**config.mk**
```make
export PLATFORM = sky130hd
export DESIGN_NAME = inst_f_pf
export DESIGN_NICKNAME = d
export VERILOG_FILES = /design/src/rtl/inst_f_pf.sv
export SDC_FILE = /design/constraint.sdc
export NUM_CORES = 1
export LEC_CHECK = 0
export BUFFER_PORTS_ARGS = -buffer_cell sky130_fd_sc_hd__buf_4
export CAP_MARGIN = 40
export CELL_PAD_IN_SITES_DETAIL_PLACEMENT = 2
export CELL_PAD_IN_SITES_GLOBAL_PLACEMENT = 2
export CORE_MARGIN = 10
export CORE_UTILIZATION = 36
export CTS_CLUSTER_DIAMETER = 120
export DETAILED_ROUTE_END_ITERATION = 8
export GPL_TIMING_DRIVEN = 1
export PLACE_DENSITY_LB_ADDON = 0.3
export SETUP_SLACK_MARGIN = 0.02
export SKIP_CTS_REPAIR_TIMING = 1
export SLEW_MARGIN = 10
export SYNTH_ARGS = -nofsm -noshare
export SYNTH_HDL_FRONTEND = slang
export SYNTH_SLANG_ARGS = --single-unit
```
**constraint.sdc**
```tcl
create_clock -name clk -period 3.86 [get_ports clk]
set_input_delay 0.772 -clock clk [delete_from_list [all_inputs] [get_ports clk]]
set_output_delay 0.772 -clock clk [all_outputs]
set_load 0.01 [all_outputs]
```
**src/rtl/inst_f_pf.sv**
```systemverilog
// Instruction fetch with a small prefetch FIFO. Requests run ahead of ID up to DEPTH
// in flight. After a redirect, responses still in flight from the old path are dropped.
module inst_f_pf #(
  parameter int              XLEN     = 32,
  parameter int              DEPTH    = 4,
  parameter logic [XLEN-1:0] RESET_PC = '0
) (
  input  logic            clk,
  input  logic            rst,
  input  logic            redirect,
  input  logic [XLEN-1:0] redirect_pc,
  input  logic            hazard,
  output logic            imem_req,
  output logic [XLEN-1:0] imem_addr,
  input  logic            imem_gnt,
  input  logic            imem_rvalid,
  input  logic [31:0]     imem_rdata,
  output logic            id_valid,
  output logic [31:0]     id_instr,
  output logic [XLEN-1:0] id_pc,
  output logic [XLEN-1:0] id_pc4
);
  localparam int PW = $clog2(DEPTH);
  localparam int CW = PW + 1;

  typedef enum logic {RUN, DRAIN} state_t;

  state_t          state;
  logic [XLEN-1:0] fpc, rpc;
  logic [CW-1:0]   count, outstanding, drop_cnt, out_nxt;
  logic [PW-1:0]   wptr, rptr;
  logic [31:0]     mem_instr [DEPTH];
  logic [XLEN-1:0] mem_pc    [DEPTH];
  logic [CW:0]     inflight;
  logic            gnt, rsp, enq, deq, not_empty;
  logic [XLEN-1:0] tgt;
  logic            unused_lsb;

  assign unused_lsb = ^redirect_pc[1:0];
  assign tgt        = {redirect_pc[XLEN-1:2], 2'b00};

  always_comb begin
    inflight  = {1'b0, count} + {1'b0, outstanding};
    not_empty = (count != '0);
    imem_req  = !rst && !redirect && (drop_cnt == '0) && (inflight < (CW+1)'(DEPTH));
    gnt       = imem_req && imem_gnt;
    // A response with nothing outstanding belongs to a pre-reset request.
    rsp       = imem_rvalid && (outstanding != '0);
    enq       = rsp && (drop_cnt == '0) && !redirect;
    deq       = not_empty && !hazard;
    out_nxt   = outstanding + CW'(gnt) - CW'(rsp);
  end

  assign imem_addr = fpc;
  assign id_valid  = !rst && not_empty;
  assign id_instr  = id_valid ? mem_instr[rptr] : '0;
  assign id_pc     = rst ? RESET_PC : (not_empty ? mem_pc[rptr] : rpc);
  assign id_pc4    = id_pc + XLEN'(4);

  always_ff @(posedge clk) begin
    if (rst) begin
      state       <= RUN;
      fpc         <= RESET_PC;
      rpc         <= RESET_PC;
      count       <= '0;
      outstanding <= '0;
      drop_cnt    <= '0;
      wptr        <= '0;
      rptr        <= '0;
    end else begin
      outstanding <= out_nxt;
      if (redirect) begin
        // Flush the buffer; everything still in flight after this cycle is stale.
        fpc      <= tgt;
        rpc      <= tgt;
        count    <= '0;
        wptr     <= '0;
        rptr     <= '0;
        drop_cnt <= out_nxt;
        state    <= (out_nxt != '0) ? DRAIN : RUN;
      end else begin
        if (gnt) fpc <= fpc + XLEN'(4);
        if (rsp && drop_cnt != '0) begin
          drop_cnt <= drop_cnt - CW'(1);
          if (drop_cnt == CW'(1)) state <= RUN;
        end
        if (enq) begin
          mem_instr[wptr] <= imem_rdata;
          mem_pc[wptr]    <= rpc;
          wptr            <= wptr + PW'(1);
          rpc             <= rpc + XLEN'(4);
        end
        if (deq) rptr <= rptr + PW'(1);
        count <= count + CW'(enq) - CW'(deq);
      end
    end
  end
endmodule

```
---- Word-level counts from Yosys, hierarchy flattened ----
Memory sizes are Yosys's and may differ from the RTL's. A register that Yosys moved wholly into a read port is not among the register bits.
Cells that the tools add are included.
operators by class
  muxes and demuxes ....................... 17
  reduce and logical (&&, ||, !) cells .... 21
  $lt $le $gt $ge ......................... 1
  $add $sub $neg .......................... 11
operator list
  operator                                                    count
  two-way mux 32 bit                                          7
  adder 32 x 3 -> 32 bit, second input constant               3
  logical AND 1 bit                                           10
  nonzero test 3 bit                                          3
  two-way mux 2 bit                                           4
  adder 3 x 1 -> 3 bit                                        2
  two-way mux 3 bit                                           2
  nonzero test 2 bit                                          3
  subtractor 3 x 1 -> 3 bit                                   2
  adder 2 x 1 -> 2 bit, second input constant                 2
  adder 3 x 3 -> 4 bit                                        1
  less-than comparator 4 x 3 -> 1 bit, second input constant  1
  two-way mux 1 bit                                           4
  logical NOT 1 bit                                           3
  logical NOT 3 bit                                           1
  subtractor 3 x 1 -> 3 bit, second input constant            1
  OR reduction 2 bit                                          1
word-level totals
  logic and storage cells ................. 61
  output and inout bits ................... 130
  memory bits (writable) .................. 256
  memories kept ........................... 2
  register bits ........................... 77
  input port bits ......................... 70
memory list
  name       words  bits a word  rd ports  clocked after Yosys merged registers in  write ports  line  source
  mem_instr  4      32           1         1                                        1            32    logic [31:0] mem_instr [DEPTH];
  mem_pc     4      32           1         1                                        1            33    logic [XLEN-1:0] mem_pc [DEPTH];

---- Longest topological paths before layout ----
Gate-level depths: netlist (run 1).
  depth in word-level cells ............... 8
  depth in mapped cells ................... 15
  gate-level depth less buffers ........... 13

---- Worst setup path after synthesis (run 1) ----
No wires, ideal clock.
  path kind ............................... register to output
  start ................................... register count[2]
  end ..................................... output id_pc4[16]
  path buffers ............................ 3
  cell stages (with the launch flop) ...... 14
  setup slack ............................. -361 ps
  data required time ...................... 3088 ps
  arrival time ............................ 3449 ps
  cells stage by stage .................... dfxtp_1 > or3_1 > buf_2 > buf_1 > buf_1 > mux2i_1 > or2_2 > inv_1 > ha_1 > nand2b_1 > a221oi_1 > nand3_1 > or2_2 > xnor2_1
on the way
  cells in the longest elaborated chain, start to end .. 4
ends and longest elaborated chain
  item                             line  source
  from (decl)                      30    logic [CW-1:0] count, outstanding, drop_cnt, out_nxt;
  from (signal assigned)           94    count <= count + CW'(enq) - CW'(deq);
  nonzero test 3 bit               44    not_empty = (count != '0);
  two-way mux 32 bit (2 in a row)  57    assign id_pc = rst ? RESET_PC : (not_empty ? mem_pc[rptr] : rpc);
  named net id_pc[2]               20    output logic [XLEN-1:0] id_pc,
  adder 32 x 3 -> 32 bit           58    assign id_pc4 = id_pc + XLEN'(4);
  to (decl)                        21    output logic [XLEN-1:0] id_pc4
The timed path passes the listed nets, and every way through them passes these cells.

---- Final worst setup path (run 1) ----
  start ................................... register count[2]
  end ..................................... output id_pc4[30]
on the way
  cells in the longest elaborated chain, start to end .. 4
ends and longest elaborated chain
  item                             line
  nonzero test 3 bit               44
  two-way mux 32 bit (2 in a row)  57
  adder 32 x 3 -> 32 bit           58
Every way passes these cells.

==> metrics.md, run 1 <==
| Metric | Value |
|---|---|
| Number of H-tree levels | `2` |
| Core Rows | `73` |
| Mapped Cells | `1076` |
| Setup clock skew after layout | `0.0105 ns` |
| Crit. End Element | `output port` |
| DRC errors left | `0` |
| Initial DRC count | `467` |
| CTS Buffer Depth | `3` |
| Lkg Pwr | `6.76 nW` |
| Post-synth EDFFs | `248` |
| Die Wd | `220 um` |
| Setup TNS | `-0.204 ns` |
| FFs w/ async S/R, synth | `0` |
| Initial cell density of the core | `0.363` |
| Vias | `9883` |
| Worst Path Class, Setup | `register to output port` |
| WP data required | `3.09 ns` |
| Design area | `18400 sq um` |
| Fin cells | `1869` |
| Worst-Margin Slew | `0.736 ns` |
| Top FF cell, synth | `edfxtp_1` |
| GRT overflow | `0` |
| Core Region | `39600 sq um` |
| CTS tree | `done` |
| Slew headroom | `0.505` |
| Sequential area share after synthesis | `0.622` |
| Commonest cells post-synth | `248 x edfxtp_1, 114 x nand2_1, 75 x dfxtp_1` |
| # port buffers | `191` |
| Number of global-route vias before repair | `11200` |
| Final HPWL DP | `30200 um` |
| WHS | `0.430 ns` |
| Fin nets | `1401` |
| Synth Register Bits | `323` |
| Worst-Skew Late Latency | `0.54 ns` |
| Final Hold Viols | `0` |
| Worst hold path class | `primary input to register` |
| Setup WS pre-CTS | `0.213 ns` |
| Fillers | `3982` |
| Crit path DAT | `3.18 ns` |
| IO Pins | `200` |
| Dpl cell area | `16700 sq um` |
| Period utilisation layout | `1.02` |
| GR Util All Layers | `0.182` |
| Final Total Pwr | `8.93 mW` |
| First-pass GRT wire length | `68100 um` |
| Failing checks | `negative setup slack` |
| RSZ-0062 raised after global routing | `yes` |
| Share of layout cells above drive strength 1 | `0.316` |
| Area grow syn2layout | `28.2%` |
| Final wirelength | `44700 um` |
| Cell variety after synth | `58` |
| CTS root buf | `clkbuf_16` |
| Post-Route Utilization | `0.465` |
| Die footprint | `48400 sq um` |
| Setup violations, final | `3` |
| Placer Congestion | `0.789` |
| Dominant cells by area after synthesis | `edfxtp_1 52%, dfxtp_1 10%, mux4_2 9.7%` |
| Die height | `220 um` |
| Via density | `5.29` |
| WL/cell | `23.9 um` |
| Synthesized cell area | `14400 sq um` |
| Placed Cells | `1779` |
| F_max | `253 MHz` |
| Initial antenna violation count | `0` |
| Startpoint Class | `register` |
| Max cap viols | `0` |
| Most common cell in the netlist | `edfxtp_1` |
| Sink Count | `323` |
| CP max FO | `5` |
| Peak VDD IR | `0.246 mV` |
| Synthesis Warnings | `0` |
| Synth Area per Inst | `13.4 sq um` |
| Worst setup margin | `-0.0884 ns` |
| Final worst path period need | `3.95 ns` |
| PwrDens | `484 nW/um^2` |
| Status | `finished with violations` |
| Yosys top cell area share | `0.517` |
| Largest net degree at the start of global routing | `63` |
| ANT nets after route | `0` |
| First-pass detailed-route iteration total | `4` |
| Max Slew Vio Count | `0` |
| Num CTS Buffers | `38` |
| Leading area contributor after synthesis | `edfxtp_1` |
| Clock transition at the registers of the reported paths | `0.06 ns` |
final cells by class:
type                    instances  area (sq um)  area share
flip-flops and latches        323          8960       0.486
multi-input cells             668          5390       0.292
clock inverters                15           169     0.00916
clock buffers                  54          1080      0.0588
diodes                          1          2.50    0.000136
well taps                     525           657      0.0356
repair buffers                258          2080       0.113
inverters                      25          96.3     0.00522
sequential cells by signal (all words and copies together), names as in the netlist, named ones only:
signal	count
rpc	30
rptr	2
count	3
mem_pc	120
mem_instr	128
wptr	2
drop_cnt	3
outstanding	3
imem_addr	30
placed cells by master (no fill, tap or decap), types with 29 or more instances in the layout:
master,n
mux4_2,62
and2_1,38
nand2_1,114
xor2_1,41
buf_4,243
clkbuf_16,42
edfxtp_1,248
nand3_1,35
a21oi_1,47
nor2_1,64
xnor2_1,29
dfxtp_1,70
critical path, cell delays in order (launching register included):
cell      delay [ns]
dfxtp_4         0.34
or3_4           0.39
mux2i_1         0.14
or2_4           0.26
inv_4           0.08
ha_4            0.15
nand2b_4        0.06
a221oi_4        0.32
nand4_1         0.19
buf_6           0.19
nor4_4          0.21
xnor2_1         0.16
buf_4           0.15
path summary, 6_finish.rpt:
check / from / to / slack (ns) / cells after the start
setup / recovery: count[2] / id_pc4[30] / -0.09 / 12
hold / removal: imem_rdata[22] / mem_instr[2][22] / 0.43 / 1
setup reg to reg: count[2] / drop_cnt[2] / 1.04 / 13
hold reg to reg: imem_addr[12] / imem_addr[12] / 0.53 / 2
cells by family (layout without fill, tap and decap cells):
group / Yosys count / in the layout / synth area share
AO/OA/AOI/OAI: 136 / 136 / 0.0577
XOR/XNOR: 73 / 73 / 0.0444
adder cells (fa/ha/maj): 17 / 17 / 0.0158
buffers and inverters: 90 / 352 / 0.0265
flip-flops: 323 / 323 / 0.622
multiplexers: 76 / 76 / 0.107
other: 1 / 7 / 0.000261
AND/OR/NAND/NOR: 360 / 360 / 0.127
routing by layer:
metal,wire length [um],up-vias,GRT usage
li1,-,4504,-
met1,18800,5104,0.229
met4,748,0,0.0472
met3,2440,47,0.0429
met2,22600,228,0.309
met5,0,-,0
where the power goes:
part,internal (mW),switching [mW],total (mW)
clock,2.22,1.41,3.63
sequential,3.88,0.118,4.00
combinational,0.573,0.735,1.31
Note: power is estimated with default switching activity, not from simulation.
==> run 2: changes to the inputs <==
--- a/config.mk
+++ b/config.mk
@@ -9,6 +9,7 @@
 export CAP_MARGIN = 40
 export CELL_PAD_IN_SITES_DETAIL_PLACEMENT = 2
 export CELL_PAD_IN_SITES_GLOBAL_PLACEMENT = 2
+export CORE_ASPECT_RATIO = 0.6
 export CORE_MARGIN = 10
 export CORE_UTILIZATION = 36
 export CTS_CLUSTER_DIAMETER = 120
==> run 2 against run 1 <==
Register-to-register slack better by 0.05 ns. Largest power group unchanged. Hold slack worse by 0.033 ns. Final area is 0.79% lower. Largest cell class unchanged. Combinational power is 4% higher. The flow still finishes with violations (negative setup slack).
==> metrics.md, run 2 (synthesis results as in run 1) <==
| Metric | Value |
|---|---|
| RSZ-0062 raised after global routing | `yes` |
| Initial cell density of the core | `0.367` |
| Clock transition at the registers of the reported paths | `0.06 ns` |
| # port buffers | `191` |
| Max cap viols | `0` |
| Core Rows | `56` |
| First-pass GRT wire length | `68900 um` |
| Setup violations, final | `7` |
| GRT overflow | `0` |
| DRC errors left | `0` |
| Most frequent cells in the layout | `248 x edfxtp_1, 247 x buf_4, 114 x nand2_1` |
| Diode count | `0` |
| Reg-to-reg startpoint | `count[2]` |
| Number of buffer and inverter stages on the critical path | `3` |
| PwrDens | `452 nW/um^2` |
| Largest net degree at the start of global routing | `61` |
| Final Hold Viols | `0` |
| First-pass detailed-route iteration total | `5` |
| Worst hold path class | `primary input to register` |
| Worst Path Class, Setup | `register to output port` |
| Crit path DAT | `3.14 ns` |
| Die Wd | `278 um` |
| Peak VDD IR | `0.343 mV` |
| Setup WS pre-CTS | `0.0569 ns` |
| Via density | `5.35` |
| Design area | `18300 sq um` |
| Slew headroom | `0.401` |
| Most frequent CP cell | `or2_4` |
| Register Area | `8960 sq um` |
| Worst reg2reg path depth | `13` |
| Period utilisation layout | `1.01` |
| Startpoint Class | `register` |
| Setup TNS | `-0.196 ns` |
| Flop-to-flop setup slack | `1.09 ns` |
| Register name with the most flops | `mem_instr` |
| Crit path largest cell delay | `0.41 ns` |
| Critical path cell sequence | `or3_4, mux2i_1, or2_4, inv_4, ha_4, nand2b_4, a221oi_4, buf_12, nand3_4, or2_4, xnor2_2, buf_4` |
| Lkg Pwr | `6.69 nW` |
| WP data required | `3.09 ns` |
| Initial DRC count | `638` |
| CTS Buffer Depth | `3` |
| Initial antenna violation count | `0` |
| Worst setup margin | `-0.0495 ns` |
| IO Pins | `200` |
| Status | `finished with violations` |
| Crit. End Element | `output port` |
| Hold endpoint | `mem_instr[3][9]` |
| Fillers | `3877` |
| CTS tree | `done` |
| Vias | `9964` |
| Critical path depth in cells | `12` |
| Multi-input gate area | `5340 sq um` |
| Final HPWL DP | `31400 um` |
| Fin cells | `1863` |
| CP top delay family | `simple AND/OR/NAND/NOR gates` |
| Slowest cell on crit path | `or3_4` |
| Die footprint | `48600 sq um` |
| Setup clock skew after layout | `0.00891 ns` |
| Dpl cell area | `16800 sq um` |
| Largest registers | `mem_instr: 128 flops, mem_pc: 120 flops` |
| Min-Delay Startpoint | `imem_rdata[9]` |
| Core Region | `39200 sq um` |
| Final worst path period need | `3.91 ns` |
| Worst-Margin Slew | `0.891 ns` |
| Final wirelength | `46000 um` |
| Share of layout cells above drive strength 1 | `0.316` |
| Die height | `175 um` |
| Hold-critical path depth | `1` |
| F_max | `256 MHz` |
| Worst-Skew Late Latency | `0.58 ns` |
| Commonest non-fill, non-tap cell in the layout | `edfxtp_1` |
| Max reg flops | `128` |
| Number of H-tree levels | `1` |
| R2r endpoint | `drop_cnt[2]` |
| GR Util All Layers | `0.179` |
| Number of global-route vias before repair | `11000` |
| Placed Cells | `1779` |
| Sink Count | `323` |
| Fin nets | `1405` |
| CTS root buf | `clkbuf_16` |
| Placer Congestion | `0.788` |
| Area grow syn2layout | `27.2%` |
| Failing checks | `negative setup slack` |
| Num CTS Buffers | `31` |
| ANT nets after route | `0` |
| WL/cell | `24.7 um` |
| CP max FO | `4` |
| Max Slew Vio Count | `0` |
[run 2: cell type report]
cell class / count / share of cell area
Sequential cell: 323 / 0.490
Clock buffer: 38 / 0.0449
Inverter: 25 / 0.00526
Clock inverter: 18 / 0.00670
Timing Repair Buffer: 269 / 0.126
Tap cell: 522 / 0.0357
Multi-Input combinational cell: 668 / 0.292
[run 2: metrics by stage]
stage                util  power, mW  hold slack (ns)
floorplan               -       4.74            0.485
global placement    0.428       5.30            0.487
detailed placement  0.428       5.35            0.489
CTS                 0.452       8.28            0.364
global route        0.466       8.65            0.373
finish              0.466       8.27            0.396
[run 2: power by group]
| part | internal [mW] | leakage, nW | switching (mW) | total [mW] |
|---|---|---|---|---|
| combinational | 0.602 | 3.36 | 0.758 | 1.36 |
| sequential | 3.87 | 2.87 | 0.116 | 3.99 |
| clock | 1.57 | 0.456 | 1.35 | 2.92 |
| total | 6.05 | 6.69 | 2.22 | 8.27 |
[run 2: worst max-delay path by stage]
stage	from	end	slack, ns
after floorplan	rst	id_pc4[28]	0.03
after global placement	register	id_pc4[25]	0.13
after detailed placement	register	id_pc4[19]	0.06
after CTS	register	id_pc4[19]	-0.58
after global routing	count[2]	id_pc4[24]	-0.21
final	count[2]	id_pc4[16]	-0.05
[run 2: per-layer routing]
layer	track usage	vias to the layer above	routed length (um)
met5	0	-	0
met4	0.0299	0	622
met3	0.0287	48	2050
met2	0.295	210	22100
met1	0.250	5197	21200
li1	-	4509	-
==> run 3: changes to the inputs <==
--- a/config.mk
+++ b/config.mk
@@ -13,9 +13,10 @@
 export CORE_MARGIN = 10
 export CORE_UTILIZATION = 36
 export CTS_CLUSTER_DIAMETER = 120
+export CTS_CLUSTER_SIZE = 16
 export DETAILED_ROUTE_END_ITERATION = 8
 export GPL_TIMING_DRIVEN = 1
-export PLACE_DENSITY_LB_ADDON = 0.3
+export PLACE_DENSITY_LB_ADDON = 0.1
 export SETUP_SLACK_MARGIN = 0.02
 export SKIP_CTS_REPAIR_TIMING = 1
 export SLEW_MARGIN = 10
==> run 3 against run 2 <==
The run still ends with negative setup slack left. Clock power is 15% lower. Core utilization is 0.42 points lower. Hold slack better by 0.021 ns. Largest cell class unchanged. Maximum frequency is 4.0% lower. Combinational power hardly changed. Largest power group unchanged. Total power is 5.4% lower.
==> metrics.md, run 3 (synthesis results as in run 1) <==
| Metric | Value |
|---|---|
| Die footprint | `48600 sq um` |
| Setup violations, final | `9` |
| Clock transition at the registers of the reported paths | `0.08 ns` |
| Lkg Pwr | `6.62 nW` |
| Critical path cell sequence | `buf_16, mux4_2, nand3_4, a222oi_1, buf_4, buf_12, nand4_4, nor4_4, xor2_1, buf_4` |
| Core Rows | `56` |
| Sink Count | `323` |
| Die Wd | `278 um` |
| Number of buffer and inverter stages on the critical path | `4` |
| Flop-to-flop setup slack | `0.90 ns` |
| Min-Delay Startpoint | `imem_rdata[17]` |
| Crit path DAT | `3.30 ns` |
| Dpl cell area | `16800 sq um` |
| Worst-Margin Slew | `0.735 ns` |
| Initial antenna violation count | `0` |
| CTS tree | `done` |
| Most frequent cells in the layout | `252 x buf_4, 248 x edfxtp_1, 114 x nand2_1` |
| Setup crit end | `id_pc4[31]` |
| Commonest non-fill, non-tap cell in the layout | `buf_4` |
| Status | `finished with violations` |
| Most frequent CP cell | `buf_4` |
| Largest net degree at the start of global routing | `82` |
| Final HPWL DP | `31300 um` |
| WL/cell | `25.0 um` |
| First-pass detailed-route iteration total | `5` |
| Initial DRC count | `672` |
| Period utilisation layout | `1.05` |
| R2r endpoint | `drop_cnt[2]` |
| Area grow syn2layout | `26.0%` |
| CP top delay family | `buffers and inverters` |
| Max reg flops | `128` |
| Slew headroom | `0.506` |
| Number of H-tree levels | `1` |
| Placer Congestion | `0.789` |
| GRT overflow | `0` |
| IO Pins | `200` |
| Diode count | `0` |
| Worst-Skew Late Latency | `0.55 ns` |
| Critical path depth in cells | `10` |
| ANT nets after route | `0` |
| First-pass GRT wire length | `69400 um` |
| Worst Path Class, Setup | `register to output port` |
| Initial cell density of the core | `0.367` |
| Setup WS pre-CTS | `0.0583 ns` |
| Final wirelength | `46500 um` |
| CTS Buffer Depth | `3` |
| Placed Cells | `1785` |
| Slowest cell on crit path | `a222oi_1` |
| Largest registers | `mem_instr: 128 flops, mem_pc: 120 flops` |
| Final worst path period need | `4.07 ns` |
| Share of layout cells above drive strength 1 | `0.309` |
| Max cap viols | `0` |
| Failing checks | `negative setup slack` |
| # port buffers | `191` |
| DRC errors left | `0` |
| CTS root buf | `clkbuf_16` |
| Worst setup margin | `-0.212 ns` |
| Setup clock skew after layout | `0.0203 ns` |
| Core Region | `39200 sq um` |
| Final Hold Viols | `0` |
| Reg-to-reg startpoint | `count[1]` |
| Register name with the most flops | `mem_instr` |
| CP max FO | `13` |
| Via density | `5.31` |
| Max Slew Vio Count | `0` |
| Startpoint Class | `register` |
| Fin cells | `1860` |
| Setup TNS | `-1.05 ns` |
| Final Total Pwr | `7.83 mW` |
| Design area | `18100 sq um` |
| Fillers | `3917` |
| Num CTS Buffers | `24` |
| Crit. End Element | `output port` |
| GR Util All Layers | `0.181` |
| Peak VDD IR | `0.424 mV` |
| Crit path largest cell delay | `0.50 ns` |
| Number of global-route vias before repair | `11000` |
| PwrDens | `432 nW/um^2` |
| Worst hold path class | `primary input to register` |
| Vias | `9881` |
| F_max | `246 MHz` |
| RSZ-0062 raised after global routing | `yes` |
| Die height | `175 um` |
| Worst reg2reg path depth | `14` |
| WP data required | `3.09 ns` |
| Fin nets | `1407` |
-- run 3: final cells by class --
type | count | area [sq um] | share of cell area
inverter | 25 | 96.3 | 0.00531
tap | 522 | 653 | 0.0360
clock inverter | 1 | 16.3 | 0.000897
sequential | 323 | 8960 | 0.494
timing repair buffer | 278 | 2380 | 0.131
clock buffer | 43 | 693 | 0.0382
multi-input combinational | 668 | 5330 | 0.294
-- run 3: power breakdown --
group,internal (mW),switching [mW]
sequential,3.87,0.114
clock,1.23,1.26
combinational,0.602,0.760
total,5.70,2.13
-- run 3: through the flow --
step	hold slack (ns)	util
after floorplan	0.485	-
after global placement	0.454	0.428
after detailed placement	0.465	0.429
after CTS	0.392	0.447
after global routing	0.402	0.462
final	0.417	0.462
-- run 3: worst reg2reg max path, delay by kind of cell, from the launching register on --
family / cells / cell delay [ns]
xor+xnor: 2 / 0.31
compound gates: 1 / 0.24
fa+ha+maj: 4 / 1.09
flops: 1 / 0.34
buf+inv: 4 / 0.36
simple gates: 3 / 0.54
-- run 3: worst min path at each step --
stage / cells past startpoint / to
2_1_floorplan: 2 / register
3_3_place_gp: 0 / mem_pc[2][2]
3_5_place_dp: 0 / mem_pc[2][2]
4_1_cts: 1 / mem_instr[3][17]
5_1_grt: 1 / mem_instr[1][1]
6_report: 1 / mem_instr[3][17]
-- run 3: per-layer routing --
metal	part of all wire	routed length [um]	track usage
met3	0.034	1570	0.0251
met5	0	0	0
met1	0.47	21800	0.248
met4	0.013	627	0.0299
met2	0.48	22500	0.306
